--- src/rtl/conv_phase_sequencer.sv ---
// Phase timer for the ConvUnit INIT/A/B/C state machine: counts beats per phase, pulses state_end, waits for ack.
// Optional macro PHASE_TIMEOUT_EN adds a sticky ack-wait timeout (timeout_err) after TIMEOUT cycles.
module conv_phase_sequencer #(
    parameter int unsigned A_LEN      = 16,
    parameter int unsigned B_LEN      = 64,
    parameter int unsigned C_LEN      = 16,
    parameter int unsigned NUM_ROUNDS = 4,
    parameter int unsigned CNT_W      = 16,
    parameter int unsigned RND_W      = 8
`ifdef PHASE_TIMEOUT_EN
    ,
    parameter int unsigned TIMEOUT    = 8
`endif
) (
    input  logic             clk,
    input  logic             rst,
    input  logic             start,
    input  logic             stall,
    input  logic [2:0]       current_state,
    output logic             state_end,
    output logic             phase_active,
    output logic [CNT_W-1:0] beat_idx,
    output logic [RND_W-1:0] round_idx,
    output logic             busy,
    output logic             done,
    output logic             timeout_err
);

    localparam logic [2:0] PH_INIT = 3'd0;
    localparam logic [2:0] PH_A    = 3'd1;
    localparam logic [2:0] PH_B    = 3'd2;
    localparam logic [2:0] PH_C    = 3'd3;

    typedef enum logic [1:0] {
        IDLE    = 2'd0,
        WAIT_SW = 2'd1,
        COUNT   = 2'd2
    } state_t;

    state_t           state;
    logic [2:0]       old_ph;
    logic [2:0]       cur_ph;
    logic [CNT_W-1:0] last_beat;
    logic             ph_valid;
    logic             final_round;

    // Last beat index of the phase currently being timed
    always_comb begin
        last_beat = CNT_W'(C_LEN - 1);
        case (cur_ph)
            PH_A:    last_beat = CNT_W'(A_LEN - 1);
            PH_B:    last_beat = CNT_W'(B_LEN - 1);
            default: last_beat = CNT_W'(C_LEN - 1);
        endcase
    end

    assign ph_valid    = (current_state == PH_A) || (current_state == PH_B) || (current_state == PH_C);
    assign final_round = (round_idx == RND_W'(NUM_ROUNDS - 1));

`ifdef PHASE_TIMEOUT_EN
    localparam int unsigned TO_W = $clog2(TIMEOUT + 1);
    logic [TO_W-1:0] wait_cnt;
`else
    assign timeout_err = 1'b0;
`endif

    always_ff @(posedge clk) begin
        if (rst) begin
            state        <= IDLE;
            old_ph       <= PH_INIT;
            cur_ph       <= PH_INIT;
            state_end    <= 1'b0;
            phase_active <= 1'b0;
            beat_idx     <= '0;
            round_idx    <= '0;
            busy         <= 1'b0;
            done         <= 1'b0;
`ifdef PHASE_TIMEOUT_EN
            wait_cnt     <= '0;
            timeout_err  <= 1'b0;
`endif
        end else begin
            state_end <= 1'b0;
            done      <= 1'b0;
            case (state)
                IDLE: begin
                    // A start coinciding with the done pulse belongs to the finished run
                    if (start && !done && (current_state == PH_INIT || current_state == PH_C)) begin
                        round_idx <= '0;
                        state_end <= 1'b1;
                        old_ph    <= current_state;
                        busy      <= 1'b1;
                        state     <= WAIT_SW;
`ifdef PHASE_TIMEOUT_EN
                        wait_cnt  <= '0;
`endif
                    end
                end

                WAIT_SW: begin
                    if (current_state != old_ph) begin
                        if (ph_valid) begin
                            cur_ph       <= current_state;
                            beat_idx     <= '0;
                            phase_active <= 1'b1;
                            state        <= COUNT;
                        end else begin
                            busy  <= 1'b0;
                            state <= IDLE;
                        end
                    end
`ifdef PHASE_TIMEOUT_EN
                    else if (wait_cnt == TO_W'(TIMEOUT - 1)) begin
                        timeout_err <= 1'b1;
                        busy        <= 1'b0;
                        state       <= IDLE;
                    end else begin
                        wait_cnt <= wait_cnt + TO_W'(1);
                    end
`endif
                end

                COUNT: begin
                    if (!ph_valid) begin
                        phase_active <= 1'b0;
                        beat_idx     <= '0;
                        busy         <= 1'b0;
                        state        <= IDLE;
                    end else if (current_state != cur_ph) begin
                        // Unrequested phase change: time the new phase from scratch
                        cur_ph   <= current_state;
                        beat_idx <= '0;
                    end else if (!stall) begin
                        if (beat_idx == last_beat) begin
                            phase_active <= 1'b0;
                            beat_idx     <= '0;
                            if (cur_ph == PH_C && final_round) begin
                                done  <= 1'b1;
                                busy  <= 1'b0;
                                state <= IDLE;
                            end else begin
                                state_end <= 1'b1;
                                old_ph    <= cur_ph;
                                state     <= WAIT_SW;
`ifdef PHASE_TIMEOUT_EN
                                wait_cnt  <= '0;
`endif
                                if (cur_ph == PH_C) begin
                                    round_idx <= round_idx + RND_W'(1);
                                end
                            end
                        end else begin
                            beat_idx <= beat_idx + CNT_W'(1);
                        end
                    end
                end

                default: begin
                    phase_active <= 1'b0;
                    busy         <= 1'b0;
                    state        <= IDLE;
                end
            endcase
        end
    end

endmodule

--- config.mk ---
export PLATFORM = sky130hd
export DESIGN_NAME = conv_phase_sequencer
export DESIGN_NICKNAME = d
export VERILOG_FILES = /design/src/rtl/conv_phase_sequencer.sv
export SDC_FILE = /design/constraint.sdc
export NUM_CORES = 1
export LEC_CHECK = 0
export CAP_MARGIN = 40
export CORE_UTILIZATION = 43
export DETAILED_ROUTE_END_ITERATION = 16
export PLACE_DENSITY_LB_ADDON = 0.1
export SLEW_MARGIN = 20
export SYNTH_ARGS = -nofsm -noshare
export SYNTH_HDL_FRONTEND = slang
export SYNTH_SLANG_ARGS = --single-unit
export TNS_END_PERCENT = 5
--- constraint.sdc ---
create_clock -name clk -period 2.1 [get_ports clk]
set_input_delay 0.21 -clock clk [delete_from_list [all_inputs] [get_ports clk]]
set_output_delay 0.21 -clock clk [all_outputs]
set_load 0.01 [all_outputs]
==> results.txt <==
----------------------------------------------------
[Status]
  Result of the run ... finished with violations
  Violated checks ... setup timing

[Place]
  HPWL after detailed placement ... 3.88 mm
  Number of cells in the design after placement ... between 300 and 400
  Final weighted congestion in routability-driven placement ... 0.897
  Count of buffers inserted at the top-level ports ... 34

[Synthesis]
  Top_reg_cell synth ... sky130_fd_sc_hd__dfxtp_1
  Post-synthesis average cell area ... 8.36 µm²
  Count of synthesis-stage warnings from yosys ... 0
  EDFF count, synth ... 0
  Syn nets ... 248
  Library cell occupying the most area in the post-synthesis netlist ... sky130_fd_sc_hd__dfxtp_1
  Post-synthesis cell count ... roughly 240
  FFs w/ async S/R, synth ... 0%
  Leading post-synthesis cells by instance count ... sky130_fd_sc_hd__dfxtp_1, sky130_fd_sc_hd__nor2_1, sky130_fd_sc_hd__a21oi_1, sky130_fd_sc_hd__nand2_1, sky130_fd_sc_hd__o21ai_0
  Synth Register Bits ... 36
  Most common cell in the netlist ... sky130_fd_sc_hd__dfxtp_1
  Cell types occupying the most area after synthesis ... sky130_fd_sc_hd__dfxtp_1, sky130_fd_sc_hd__nor2_1, sky130_fd_sc_hd__a21oi_1
  Post-Syn Area ... 0.00197 mm²
  Yosys top cell area share ... 36.7%
  Register area share after synthesis ... 36.7%
  Unique masters post-synth ... 49

[Timing]
  Fmax ... 447 MHz
  Final hold viol count ... 0
  Final worst path period share ... 106%
  Final critical-path required period ... 2230 ps
  Clock skew after layout ... 6.35 ps
  Final-report setup violation count ... 4
  Final WS setup ... -135 ps
  RSZ-0062 raised after global routing ... true
  Slew Limit Fails ... 0

[Die]
  Vertical extent of the die ... 69.6 µm
  Boundary pin count ... 36
  Num rows ... 24
  Die Area ... 0.00485 mm²
  Die span in x ... between 60 and 70 µm
  Initial Util ... ~45%
  Floorplan Core Area ... 0.00438 mm²

[Drt]
  Detailed Route WL ... about 5.2 mm
  Vias post-DR ... 2086
  Final ANT Viol Nets ... 0
  Routed wirelength normalized by instance count ... 13.8 µm
  Iter 0 DRT Violations ... about 100
  Post-route DRC ... 0
  Via-to-Cell Ratio ... 5.48
  First-pass iteration count of the detailed router ... 4

[Setup path]
  Worst setup SP type ... register
  Cell repeated most along the worst path ... sky130_fd_sc_hd__buf_4
  Arrival time of data at the critical path endpoint ... 2400 ps
  Number of cells on the worst reg-to-reg path ... 9
  Crit-path cells ... buf_4, xnor2_1, nand3_1, or4_4, a211o_1, buf_4, buf_4, mux2i_1, nor2_1
  Maximum fanout along the worst path ... 4
  CP max-delay cell ... sky130_fd_sc_hd__or4_4
  Critical path data required time ... 2270 ps
  Startpoint of the worst register-to-register path ... cur_ph[1]$_SDFFE_PP0P_
  Peak per-stage delay on the critical path ... 540 ps
  Critical path class ... register to register
  Worst setup path startpoint ... cur_ph[1]$_SDFFE_PP0P_
  Worst Setup End Kind ... register

[Cells and area]
  Number of antenna cells inserted ... 0
  Number of non-filler instances in the completed layout ... roughly 380
  Ratio of cells with drive above 1 in the final layout ... 28.3%
  Filler instances ... roughly 380
  Area grow syn2layout ... 51.6%
  Post-route core utilization ... 68.0%
  Final Net Count ... 341
  Area occupied by multi-input gates ... between 0.001 and 0.0015 mm²
  Register Area ... 724 µm²

[Clock network]
  CTS Buf Count ... 5
  Clock transition at the registers of the reported paths ... about 80 ps
  Clock tree sinks ... 36
  Maximum root-to-sink buffer count ... 2
  Hold-fix buffers at CTS ... 0
  Number of H-tree levels ... 2
  Clock root buffer ... sky130_fd_sc_hd__clkbuf_8
  Insertion delay of the later-clocked pin in the worst-skew pair ... 280 ps
  TritonCTS clock tree ... built

[Hold path]
  Cells on Worst Hold Path ... 2
  Origin of the worst min-delay path ... phase_active$_SDFFE_PP0P_
  Worst min-delay path category ... register to register

[Global route]
  Via count of the first global-routing pass ... about 1900
  First-pass GRT wire length ... 8.77 mm
  Gr ovfl total ... 0
  Number of antenna violations at the first check in global routing ... 0
  Total routing resource utilization after global routing ... 22.4%
  Largest net degree at the start of global routing ... 15

[Pwr]
  Pwr per Cell Area ... 589 mW/mm²
  Max VDD drop ... 0.401 mV
  Pwr Total ... 1.75 mW
  Static Leakage ... roughly 1.2 nW

[Flow run]
  Max Cap Violations ... 0

----------------------------------------------------
cells by family (layout without fill, tap and decap cells):
logic type / Yosys count / in the layout / synth area share, %
adder cells (fa/ha/maj): 6 / 6 / 3.82
buffers and inverters: 17 / 111 / 3.63
AND/OR/NAND/NOR: 100 / 100 / 28.4
flip-flops: 36 / 36 / 36.7
multiplexers: 6 / 6 / 3.06
XOR/XNOR: 18 / 18 / 8.02
AO/OA/AOI/OAI: 51 / 51 / 16.2
other: 1 / 1 / 0.191
critical path, delay by kind of cell (launching register included):
kind / cells / cell delay (ps)
AO/OA/AOI/OAI: 1 / 340
XOR/XNOR: 1 / 180
buffers and inverters: 3 / 420
flip-flops: 1 / 310
multiplexers: 1 / 130
AND/OR/NAND/NOR: 3 / 740
area by class of cell:
type / count / share of cell area, %
inverters: 8 / 1.01
repair buffers: 95 / 26.8
clock inverters: 2 / 0.336
well taps: 52 / 2.18
clock buffers: 6 / 2.77
flip-flops and latches: 36 / 24.3
multi-input cells: 182 / 42.6
what timing repair did:
item                       CTS  global route
setup endpoints to repair   26            30
pin swaps                    1             2
buffers inserted             0             1
hold endpoints to repair     0             0
gates resized for setup      9            11
where the power goes:
group,internal (mW),switching [mW],total (mW),leakage (nW)
sequential,0.716,0.0247,0.741,0.292
clock,0.262,0.248,0.510,0.0510
combinational,0.252,0.251,0.503,0.841
total,1.23,0.524,1.75,1.18
registers in the layout, summed over array words and instances (netlist names):
register      cells
beat_idx         16
round_idx         8
cur_ph            3
old_ph            3
state             2
busy              1
done              1
phase_active      1
state_end         1
cells in the final DEF, fill, tap and decap left out, types with 2 or more instances in the layout:
| cell | synthesis | final |
|---|---|---|
| sky130_fd_sc_hd__a211oi_1 | 3 | 3 |
| sky130_fd_sc_hd__a21oi_1 | 19 | 18 |
| sky130_fd_sc_hd__and2_1 | 2 | 2 |
| sky130_fd_sc_hd__and3_1 | 4 | 3 |
| sky130_fd_sc_hd__and3b_1 | 2 | 2 |
| sky130_fd_sc_hd__and4_1 | 2 | 2 |
| sky130_fd_sc_hd__buf_4 | 1 | 61 |
| sky130_fd_sc_hd__clkbuf_8 | 0 | 6 |
| sky130_fd_sc_hd__clkdlybuf4s50_1 | 0 | 34 |
| sky130_fd_sc_hd__clkinv_2 | 0 | 2 |
| sky130_fd_sc_hd__dfxtp_1 | 36 | 33 |
| sky130_fd_sc_hd__dfxtp_2 | 0 | 3 |
| sky130_fd_sc_hd__ha_1 | 6 | 5 |
| sky130_fd_sc_hd__inv_1 | 8 | 8 |
| sky130_fd_sc_hd__mux2i_1 | 6 | 5 |
| sky130_fd_sc_hd__nand2_1 | 14 | 14 |
| sky130_fd_sc_hd__nand3_1 | 11 | 11 |
| sky130_fd_sc_hd__nand3b_1 | 3 | 3 |
| sky130_fd_sc_hd__nand4_1 | 6 | 6 |
| sky130_fd_sc_hd__nor2_1 | 26 | 25 |
| sky130_fd_sc_hd__nor3_1 | 6 | 5 |
| sky130_fd_sc_hd__nor3b_1 | 4 | 3 |
| sky130_fd_sc_hd__nor4_2 | 2 | 3 |
| sky130_fd_sc_hd__o211ai_1 | 3 | 3 |
| sky130_fd_sc_hd__o21ai_0 | 12 | 12 |
| sky130_fd_sc_hd__or3_1 | 7 | 7 |
| sky130_fd_sc_hd__xnor2_1 | 9 | 9 |
| sky130_fd_sc_hd__xor2_1 | 9 | 9 |
per-layer routing:
layer | global-route usage, % | routed length (µm) | vias to the layer above | part of all wire [%]
met4 | 6.00 | 47 | 0 | 0.90
met3 | 4.07 | 248 | 4 | 4.7
met2 | 36.5 | 2470 | 53 | 47
met5 | 0 | 0 | - | 0
li1 | - | - | 1035 | -
met1 | 30.7 | 2480 | 994 | 47
path summary, 6_finish.rpt:
path,to,slack (ps)
worst max register to register,state[1]$_SDFFE_PP0P_,-130
worst max-delay path,state[1]$_SDFFE_PP0P_,-130
worst min register to register,phase_active$_SDFFE_PP0P_,480
worst min-delay path,phase_active$_SDFFE_PP0P_,480
through the flow:
step / cell area, µm² / hold WS (ps) / setup TNS (ps) / worst slack [ps]
after floorplan: 1970 / 383 / -408 / -116
after detailed placement: 2780 / 474 / -8760 / -387
after global placement: 2780 / 461 / -7710 / -355
after global routing: 2980 / 509 / -2120 / -236
final: 2980 / 480 / -378 / -135
after CTS: 2920 / 485 / -223 / -97.7
(Power assumes the default switching activity.)
